File: config.mk
export PLATFORM = sky130hd
export DESIGN_NAME = btb_predictor_2bit
export DESIGN_NICKNAME = d
export VERILOG_FILES = /design/src/rtl/btb_predictor_2bit.sv
export SDC_FILE = /design/constraint.sdc
export NUM_CORES = 1
export LEC_CHECK = 0
export CAP_MARGIN = 5
export CORE_UTILIZATION = 45
export DETAILED_ROUTE_END_ITERATION = 10
export PLACE_DENSITY = 0.69
export SKIP_CTS_REPAIR_TIMING = 1
export SLEW_MARGIN = 10
export SYNTH_ARGS = -nofsm -noshare
export SYNTH_HDL_FRONTEND = slang
export SYNTH_SLANG_ARGS = --single-unit
File: constraint.sdc
create_clock -name CLK -period 3.7 [get_ports CLK]
set_clock_uncertainty 0.1 [all_clocks]
set_input_delay 0.555 -clock CLK [delete_from_list [all_inputs] [get_ports CLK]]
set_output_delay 0.555 -clock CLK [all_outputs]
set_load 0.01 [all_outputs]
File: src/rtl/btb_predictor_2bit.sv
// rtl/btb_predictor_2bit.sv - direct-mapped branch target buffer with saturating direction counters
// Combinational fetch lookup, Execute-stage update, and saturating resolved/mispredict statistics.
module btb_predictor_2bit #(
    parameter int ENTRY_BITS = 4,
    parameter int TAG_BITS   = 8,
    parameter int CTR_BITS   = 2
) (
    input  logic        CLK,
    input  logic        Reset,
    input  logic [31:0] PC_F,
    output logic        PrPCSrc_F,
    output logic [31:0] PrALUResult_F,
    output logic        PrHit_F,
    input  logic        Update_E,
    input  logic [31:0] PC_E,
    input  logic        PCSrc_E,
    input  logic [31:0] ALUResult_E,
    input  logic        Mispredict_E,
    input  logic        Clear,
    output logic [31:0] BranchCount,
    output logic [31:0] MispredCount
);

    localparam int ENTRIES = 1 << ENTRY_BITS;
    localparam int TAG_LO  = ENTRY_BITS + 2;
    localparam int TAG_HI  = ENTRY_BITS + TAG_BITS + 1;

    localparam logic [CTR_BITS-1:0] CTR_WT  = CTR_BITS'(1) << (CTR_BITS - 1);
    localparam logic [CTR_BITS-1:0] CTR_WNT = CTR_WT - CTR_BITS'(1);
    localparam logic [CTR_BITS-1:0] CTR_MAX = '1;
    localparam logic [CTR_BITS-1:0] CTR_MIN = '0;

    logic [ENTRIES-1:0]  r_valid;
    logic [TAG_BITS-1:0] r_tag    [ENTRIES];
    logic [31:0]         r_target [ENTRIES];
    logic [CTR_BITS-1:0] r_ctr    [ENTRIES];
    logic [31:0]         r_branch_count;
    logic [31:0]         r_mispred_count;

    logic [ENTRY_BITS-1:0] w_f_idx;
    logic [TAG_BITS-1:0]   w_f_tag;
    logic [ENTRY_BITS-1:0] w_e_idx;
    logic [TAG_BITS-1:0]   w_e_tag;
    logic                  w_e_hit;
    logic                  w_f_taken;
    logic                  w_unused_pc;

    assign w_f_idx = PC_F[ENTRY_BITS+1:2];
    assign w_f_tag = PC_F[TAG_HI:TAG_LO];
    assign w_e_idx = PC_E[ENTRY_BITS+1:2];
    assign w_e_tag = PC_E[TAG_HI:TAG_LO];

    // Byte-offset and above-tag PC bits take no part in indexing or matching.
    assign w_unused_pc = ^{PC_F, PC_E};

    assign PrHit_F       = r_valid[w_f_idx] && (r_tag[w_f_idx] == w_f_tag);
    assign w_f_taken     = PrHit_F && r_ctr[w_f_idx][CTR_BITS-1];
    assign PrPCSrc_F     = w_f_taken;
    assign PrALUResult_F = w_f_taken ? r_target[w_f_idx] : (PC_F + 32'd4);

    assign w_e_hit = r_valid[w_e_idx] && (r_tag[w_e_idx] == w_e_tag);

    assign BranchCount  = r_branch_count;
    assign MispredCount = r_mispred_count;

    always_ff @(posedge CLK) begin
        if (Reset) begin
            r_valid         <= '0;
            r_branch_count  <= '0;
            r_mispred_count <= '0;
            for (int i = 0; i < ENTRIES; i++) begin
                r_ctr[i] <= CTR_WNT;
            end
        end else begin
            if (Update_E) begin
                if (r_branch_count != 32'hFFFF_FFFF) begin
                    r_branch_count <= r_branch_count + 32'd1;
                end
                if (Mispredict_E && (r_mispred_count != 32'hFFFF_FFFF)) begin
                    r_mispred_count <= r_mispred_count + 32'd1;
                end
            end

            // Clear wins over a same-cycle update; statistics above still count it.
            if (Clear) begin
                r_valid <= '0;
                for (int i = 0; i < ENTRIES; i++) begin
                    r_ctr[i] <= CTR_WNT;
                end
            end else if (Update_E) begin
                if (w_e_hit) begin
                    if (PCSrc_E) begin
                        r_target[w_e_idx] <= ALUResult_E;
                        if (r_ctr[w_e_idx] != CTR_MAX) begin
                            r_ctr[w_e_idx] <= r_ctr[w_e_idx] + CTR_BITS'(1);
                        end
                    end else if (r_ctr[w_e_idx] != CTR_MIN) begin
                        r_ctr[w_e_idx] <= r_ctr[w_e_idx] - CTR_BITS'(1);
                    end
                end else if (PCSrc_E) begin
                    r_valid[w_e_idx]  <= 1'b1;
                    r_tag[w_e_idx]    <= w_e_tag;
                    r_target[w_e_idx] <= ALUResult_E;
                    r_ctr[w_e_idx]    <= CTR_WT;
                end
            end
        end
    end

endmodule

==> results of run 1 <==
-- cells in the final DEF (no fill, tap or decap), types with 11 or more instances in the layout --
cell / count
mux4_2: 228
nor2_1: 113
nand4_1: 17
clkbuf_16: 81
buf_6: 34
edfxtp_1: 672
nand3_1: 55
buf_4: 181
and3_1: 16
mux2i_1: 45
nor3_1: 20
nor2_4: 16
buf_12: 31
xor2_1: 53
mux2_4: 17
dfxtp_1: 80
nor3_2: 11
bufinv_16: 11
a41o_1: 13
xnor2_1: 50
clkdlybuf4s50_1: 138
o21ai_0: 30
inv_1: 17
mux2_2: 15
buf_2: 13
or3_1: 11
clkbuf_1: 21
nand2_1: 69
-- area by class of cell --
class	count	area (um^2)
multi-input cells	916	10080
clock inverters	36	498.0
flip-flops and latches	752	21780
clock buffers	105	2141
well taps	940	1176
fillers	5313	30770
inverters	17	63.81
repair buffers	406	3884
-- worst max-delay path, stage by stage (launching register included) --
cell	delay, ps
edfxtp_1	400
mux4_2	480
mux2i_1	220
buf_4	150
xor2_1	190
a31oi_2	160
nor3_4	250
buf_6	140
and2_4	230
buf_6	150
buf_8	120
buf_4	110
mux2_4	300
buf_6	130
-- final timing paths --
path | startpoint | endpoint | cells after the start | slack, ps
setup reg to reg | r_tag[14][4] | r_tag[9][5] | 9 | 240
hold / removal | Reset | r_valid[12] | 5 | 390
setup / recovery | r_tag[15][1] | PrALUResult_F[14] | 13 | -600
hold reg to reg | r_valid[12] | r_valid[12] | 2 | 390
-- logic make-up (layout without fill, tap and decap cells) --
group | Yosys count | after routing | synth area share
adders and majority gates | 3 | 3 | 0.001166
muxes | 317 | 317 | 0.1907
DFF | 752 | 752 | 0.6767
xor gates and xnor gates | 103 | 103 | 0.02803
AOI/OAI and AO/OA | 108 | 108 | 0.02472
and+or+nand+nor | 385 | 385 | 0.06034
buffers and inverters | 118 | 564 | 0.01827
-- layer usage --
metal,share of wire,global-route usage,up-vias
met1,0.39,0.2787,9601
met5,0.00063,0,-
met2,0.51,0.3732,707
li1,-,-,7994
met4,0.025,0.06400,8
met3,0.072,0.04809,132
-- through the flow --
step	area (um^2)	setup slack (ps)	utilization	instances	power, mW
after floorplan	32210	5.947	-	1786	10.13
after CTS	39270	-1054	0.5579	3147	18.73
after global placement	36630	-930.3	0.5204	3006	10.66
after global routing	39620	-742.8	0.5629	3172	19.11
after detailed placement	36630	-892.1	0.5204	3006	10.69
final	39620	-601.1	0.5629	3172	18.60
-- registers in the layout, indices dropped and copies added (netlist names) --
name          count
r_tag           128
r_ctr            32
r_target        512
r_valid          16
MispredCount     32
BranchCount      32
-- where the power goes --
| group | switching (mW) | internal, mW | leakage (nW) |
|---|---|---|---|
| registers | 0.0179 | 9.28 | 6.70 |
| logic | 0.626 | 0.590 | 5.09 |
| clock network | 3.23 | 4.86 | 1.29 |
| total | 3.87 | 14.7 | 13.1 |
==> run metrics, run 1 <==
outcome=finished, violations left; failing checks=setup timing; crit path launch type=register; count leader, synth=edfxtp_1; vias in the first global route=between 15000 and 20000; cells taking the most area after synthesis=edfxtp_1, mux4_2, dfxtp_1; Yosys reg bits=752; share of layout cells above drive strength 1=0.3168; total die area=approximately 0.073 mm^2; Hold Crit Class=in -> reg; num ports=200; Core Box Area=~0.070 mm^2; clk sinks=approximately 750; initial core utilization=0.4572; first-pass GRT wire length=118.7 mm; Worst setup EP type=output port; WL per Instance=approximately 25 um; DPL Wire Length=about 51 mm; nets=between 2000 and 2500; Routed Antenna Nets=0; post-DR vias/cell=between 5 and 6; Async S/R FF share, synth=0; port bufs=approximately 180; YS warnings=0; # diodes=0; # setup viols final=33; relative slew slack=0.4631; iteration-0 DRC count of the detailed router=1548; CTS H-tree lvls=3; grt ovf=0; initial antenna violation count=4; clock latency on the worst-skew pair=between 600 and 700 ps; register area share after synthesis=0.6767; static leakage=around 13 nW; critical path class=reg -> out; Die Y=about 270 um; Num CTS Buffers=between 70 and 80; clk root buf=clkbuf_16; drt pass-1 iters=7; Post-synth top cells=edfxtp_1, mux4_2, nor2_1; Hold Vio Cnt, Final=0; Avg Inst Size Synth=between 15 and 20 um^2; peak supply drop=about 0.00038 V; final period demand of the worst path=approximately 4300 ps; gpl congestion=~0.83; CP Max Fanout=8; Area growth, synth to finish=23.11%; largest net degree at the start of global routing=98; GRT Util Overall=0.2181; Setup TNS=-14840 ps; synthesized area=about 0.032 mm^2; Arrival @ worst endpoint=between 3000 and 4000 ps; Clock transition at path regs=60 ps; Slew @ Worst Pin=804.5 ps; Final Slew Violations=0; dominant cell type by area after synthesis=edfxtp_1; site row count=between 90 and 100; Die Width=269.4 um; Post-synth EDFFs=between 600 and 700; worst hold slack=roughly 390 ps; CTS Buffer Depth=3; Worst EP required=about 3000 ps; final period utilization=1.162; Via Count=around 18000; post-synth top area share=0.6270; final wirelength=~80 mm; fmax=0.2325 GHz; Syn Nets=1891; Pwr Density=approximately 470 mW/mm^2; Synth Instances=between 1500 and 2000; Yosys cell types=53; PnR worst setup slack=-601.1 ps; CTS tree=yes; DRC viols=0; Max Cap Viol=0; RSZ-0062 raised after global routing=true; ys flop type=edfxtp_1
(Power assumes the default switching activity.)
==> inputs of run 2 (changes only) <==
Settings changed: SLEW_MARGIN 10 to 15.
==> run 2 against run 1 <==
  * The run still ends with setup timing left
  * Fmax down 0.56%
  * First-iteration DRC count shrank 0.13%
  * Non-clock buffer count shrank 12
  * Critical endpoint is now PrALUResult_F[10]
  * Highest routed layer unchanged
==> run metrics, run 2 (synthesized netlist as in run 1, its figures left out) <==
largest net degree at the start of global routing=98 (unchanged); Pwr Density=467.8 mW/mm^2 (was 469.4 mW/mm^2); post-DR vias/cell=5.800 (was 5.814); Num CTS Buffers=79 (was 78); crit path launch type=register (unchanged); total die area=0.07260 mm^2 (unchanged); DRC viols=0 (unchanged); initial antenna violation count=4 (unchanged); clock latency on the worst-skew pair=620 ps (about the same); Slew @ Worst Pin=751.0 ps (was 804.5 ps); CP bufs+invs=5 (was 6); fmax=0.2312 GHz (was 0.2325 GHz); drt pass-1 iters=5 (was 7); Hold Vio Cnt, Final=0 (unchanged); Worst Hold Endpoint=r_valid[3] (was r_valid[12]); clk root buf=clkbuf_16 (unchanged); nets=2265 (was 2276); Reg2Reg Depth=8 (was 9); CTS tree=yes (unchanged); R2R setup slack=350 ps (was 240 ps); Worst EP required=3040 ps (about the same); clk sinks=752 (unchanged); first-pass GRT wire length=118.4 mm (was 118.7 mm); most frequent cells in the layout=edfxtp_1, mux4_2, buf_4 (unchanged); final wirelength=79.17 mm (was 79.62 mm); RSZ-0062 raised after global routing=true (unchanged); iteration-0 DRC count of the detailed router=1546 (was 1548); CTS H-tree lvls=3 (unchanged); worst hold slack=381.3 ps (was 385.4 ps); Die Y=269.4 um (unchanged); vias in the first global route=19010 (was 18990); reg2reg start=r_tag[10][4] (was r_tag[14][4]); Hold Path Stages=5 (unchanged); site row count=97 (unchanged); relative slew slack=0.4975 (was 0.4631); Finished Layout Cells=3163 (was 3172); Routed Antenna Nets=0 (unchanged); port bufs=179 (unchanged); Final Slew Violations=0 (unchanged); r2r endpoint=r_tag[9][7] (was r_tag[9][5]); Clock transition at path regs=60 ps (about the same); Die Width=269.4 um (unchanged); Via Count=18350 (was 18440); outcome=finished, violations left (unchanged); Hold Path Origin=Reset (unchanged); most common cell after layout, fill and taps aside=edfxtp_1 (unchanged); Tot Pwr=18.51 mW (was 18.60 mW); cell breakdown of the critical path=mux4_2 > mux2i_2 > mux2i_1 > xnor2_1 > nand4_1 > nor3_4 > buf_6 > and2_4 > buf_8 > buf_8 > buf_6 > mux2_4 > buf_6 (was mux4_2 > mux2i_1 > buf_4 > xor2_1 > a31oi_2 > nor3_4 > buf_6 > and2_4 > buf_6 > buf_8 > buf_4 > mux2_4 > buf_6); Arrival @ worst endpoint=3670 ps (was 3650 ps); Hold Crit Class=in -> reg (unchanged); Util after Layout=0.5620 (was 0.5629); failing checks=setup timing (unchanged); leading registers by flop count=r_target (512), r_tag (128) (unchanged); dpl cells=3006 (unchanged); initial core utilization=0.4572 (unchanged); final period demand of the worst path=4326 ps (was 4301 ps); Worst setup EP type=output port (unchanged); Max Cap Viol=0 (unchanged); CP most frequent cell=buf_6 (unchanged); CTS Buffer Depth=3 (unchanged); gpl congestion=0.8316 (unchanged); largest delay contributor family on the critical path=multiplexers (unchanged); Most flops, register=r_target (unchanged); DPL Wire Length=50.82 mm (was 50.73 mm); Area growth, synth to finish=22.92% (was 23.11%); Crit path largest cell delay=480 ps (about the same); GRT Util Overall=0.2179 (was 0.2181); final period utilization=1.169 (was 1.162); WL per Instance=25.03 um (was 25.10 um); # diodes=0 (unchanged); num ports=200 (unchanged); CP Max Fanout=8 (unchanged); # setup viols final=33 (unchanged); grt ovf=0 (unchanged); FILL cells=5338 (was 5313); Largest register FFs=512 (unchanged); share of layout cells above drive strength 1=0.3135 (was 0.3168); peak supply drop=0.0004346 V (was 0.0003832 V); PnR worst setup slack=-625.5 ps (was -601.1 ps); static leakage=13.02 nW (was 13.08 nW); CP max stage cell=mux4_2 (unchanged); WP depth=13 (unchanged); critical path class=reg -> out (unchanged); Core Box Area=0.07039 mm^2 (unchanged)
-- run 2: worst max path at each step --
stage                              endpoint  slack, ps    startpoint
after floorplan           PrALUResult_F[10]          6       PC_F[2]
after global placement     PrALUResult_F[5]       -930       PC_F[2]
after detailed placement   PrALUResult_F[5]       -880       PC_F[2]
after CTS                  PrALUResult_F[5]      -1130  r_tag[11][1]
after global routing      PrALUResult_F[10]       -800  r_tag[15][6]
final                     PrALUResult_F[10]       -630   r_tag[6][6]
-- run 2: stage by stage --
stage	area, um^2	setup TNS [ps]	setup slack [ps]
CTS	39270	-33140	-1131
global placement	36630	-73980	-930.3
finish	39560	-15310	-625.5
floorplan	32210	0	5.947
detailed placement	36630	-73210	-881.9
global route	39560	-20890	-802.8
-- run 2: layout make-up --
cell class / count / area (um^2) / area share
clock buffers: 93 / 2102 / 0.05313
clock inverters: 51 / 531.8 / 0.01344
inverters: 17 / 63.81 / 0.001613
multi-input cells: 916 / 10080 / 0.2549
flip-flops and latches: 752 / 21780 / 0.5505
well taps: 940 / 1176 / 0.02973
repair buffers: 394 / 3824 / 0.09665
-- run 2: worst register-to-register path, delay by kind of cell (launching register included) --
| family | cells | cell delay (ps) |
|---|---|---|
| muxes | 2 | 720 |
| AOI/OAI and AO/OA | 2 | 580 |
| DFF | 1 | 400 |
| and+or+nand+nor | 3 | 1040 |
| xor gates and xnor gates | 1 | 150 |
-- run 2: layer usage --
layer	GRT usage	wire [um]	up-vias
met5	0	51	-
met4	0.06400	2072	8
met3	0.04960	5483	158
met2	0.3708	39960	700
met1	0.2789	31600	9512
li1	-	-	7968
-- run 2: power by group --
group	internal, mW	leakage (nW)	switching (mW)
combinational	0.591	5.05	0.623
sequential	9.28	6.70	0.0176
clock	4.71	1.28	3.28
==> patch (settings of run 1) <==
Set the parameter `CTR_BITS` to 4 (it was 2).
--- a/src/rtl/btb_predictor_2bit.sv
+++ b/src/rtl/btb_predictor_2bit.sv
@@ -3,7 +3,7 @@
 module btb_predictor_2bit #(
     parameter int ENTRY_BITS = 4,
     parameter int TAG_BITS   = 8,
-    parameter int CTR_BITS   = 2
+    parameter int CTR_BITS   = 4
 ) (
     input  logic        CLK,
     input  logic        Reset,
Function: not settled (the Yosys comparison gave no result); the edit may change what the design does.
==> patch against run 1 <==
  * The flow still finishes with violations (negative setup slack)
  * Area after synthesis rose by 6.3%
  * Register-to-register slack got worse by 0.53 ns
  * Power rose by 4.4%
  * Setup slack got worse by 0.22 ns
  * Sequential cell count rose by 32
  * Hold slack improved by 0.0074 ns
  * Routed wire length rose by 11%
  * Die area rose by 6.3%
  * Cell area rose by 6.8%
  * Largest power group unchanged
==> patch: results <==
group,metric,value,unit
final_layout,final_layout_size_suffix_gt1_share,34.2,%
routing,routed_wl,88.0,mm
outcome,violations,"negative setup slack",
clocking,cts_buffers,83,
critical_path,critPathArrivalTime,3.86,ns
critical_path,max_stage_delay,0.52,ns
routing,wl_met3,7.20,mm
routing,drt-pass1-iter-count,5,
global_route,antenna_found_initial,3,
sta,fin_setup_tns,-24.13,ns
yosys,synth_common_cells,"edfxtp_1 (704), mux4_2 (216), nor2_1 (88)",
clocking,clk_latency,0.64,ns
critical_path,crit_fanout,4,
placed_design,place_inst,3211,
outcome,outcome,"finished with violations",
placed_design,routabilityCongestion,0.864,
pwr,internal_power,0.0152,W
yosys,ys_seq_area_share,66.5,%
yosys,synth_area_leaders,"edfxtp_1 (62%), mux4_2 (14%), dfxtp_1 (4.7%)",
final_layout,reg_top3,"r_target x512, r_tag x128, r_ctr x64",
sta,setup_violations,50,
routing,wl_met1,34.9,mm
sta,timing.final.ws_setup,-0.818,ns
placed_design,post_dp_cell_area,39200,sq um
final_layout,fin_cells,3390,
global_route,track_usage,22.7,%
routing,met2_length,43.7,mm
yosys,yosysUniqueCellTypes,71,
yosys,synth_edf_count,704,
routing,viasPerCell,6.01,
worst_hold_path,hp-class,"register to register",
yosys,syn_inst,1929,
placed_design,dp_hpwl,54.5,mm
final_layout,nets,2465,
patch: cell type report:
class                           instances  share of cell area (%)
Tap cell                              969                    2.86
Timing Repair Buffer                  472                    10.5
Multi-Input combinational cell        992                    26.2
Sequential cell                       784                    53.7
Clock inverter                         49                    1.27
Clock buffer                          100                    5.18
Inverter                               24                   0.213
patch: routing by layer:
metal / vias up / track usage (%)
met2: 897 / 37.4
li1: 8748 / -
met3: 172 / 4.31
met5: - / 0
met1: 10600 / 30.7
met4: 4 / 6.45
patch: logic make-up (layout without fill, tap and decap cells):
| family | Yosys count | in the layout | synth area share [%] |
|---|---|---|---|
| flip-flops | 784 | 784 | 66.5 |
| multiplexers | 297 | 297 | 18.0 |
| AND/OR/NAND/NOR | 381 | 381 | 5.91 |
| AO/OA/AOI/OAI | 208 | 208 | 4.44 |
| XOR/XNOR | 100 | 100 | 2.65 |
| adder cells (fa/ha/maj) | 6 | 6 | 0.241 |
| buffers and inverters | 153 | 645 | 2.28 |
patch: power groups by stage:
| stage | combinational (W) | clock [W] | sequential, W |
|---|---|---|---|
| after floorplan | 0.000756 | 0 | 0.00988 |
| after global placement | 0.00136 | 0 | 0.00988 |
| after detailed placement | 0.00139 | 0 | 0.00988 |
| after CTS | 0.00140 | 0.00843 | 0.00969 |
| after global routing | 0.00151 | 0.00876 | 0.00969 |
| final | 0.00142 | 0.00831 | 0.00970 |
patch: final timing paths:
check / startpoint / to / slack, ns / cells past startpoint
worst max-delay path: r_tag[10][7] / PrALUResult_F[15] / -0.82 / 12
worst min-delay path: r_valid[9] / r_valid[9] / 0.39 / 1
worst max register to register: r_tag[13][0] / r_ctr[2][3] / -0.29 / 17
worst min register to register: r_valid[9] / r_valid[9] / 0.39 / 1
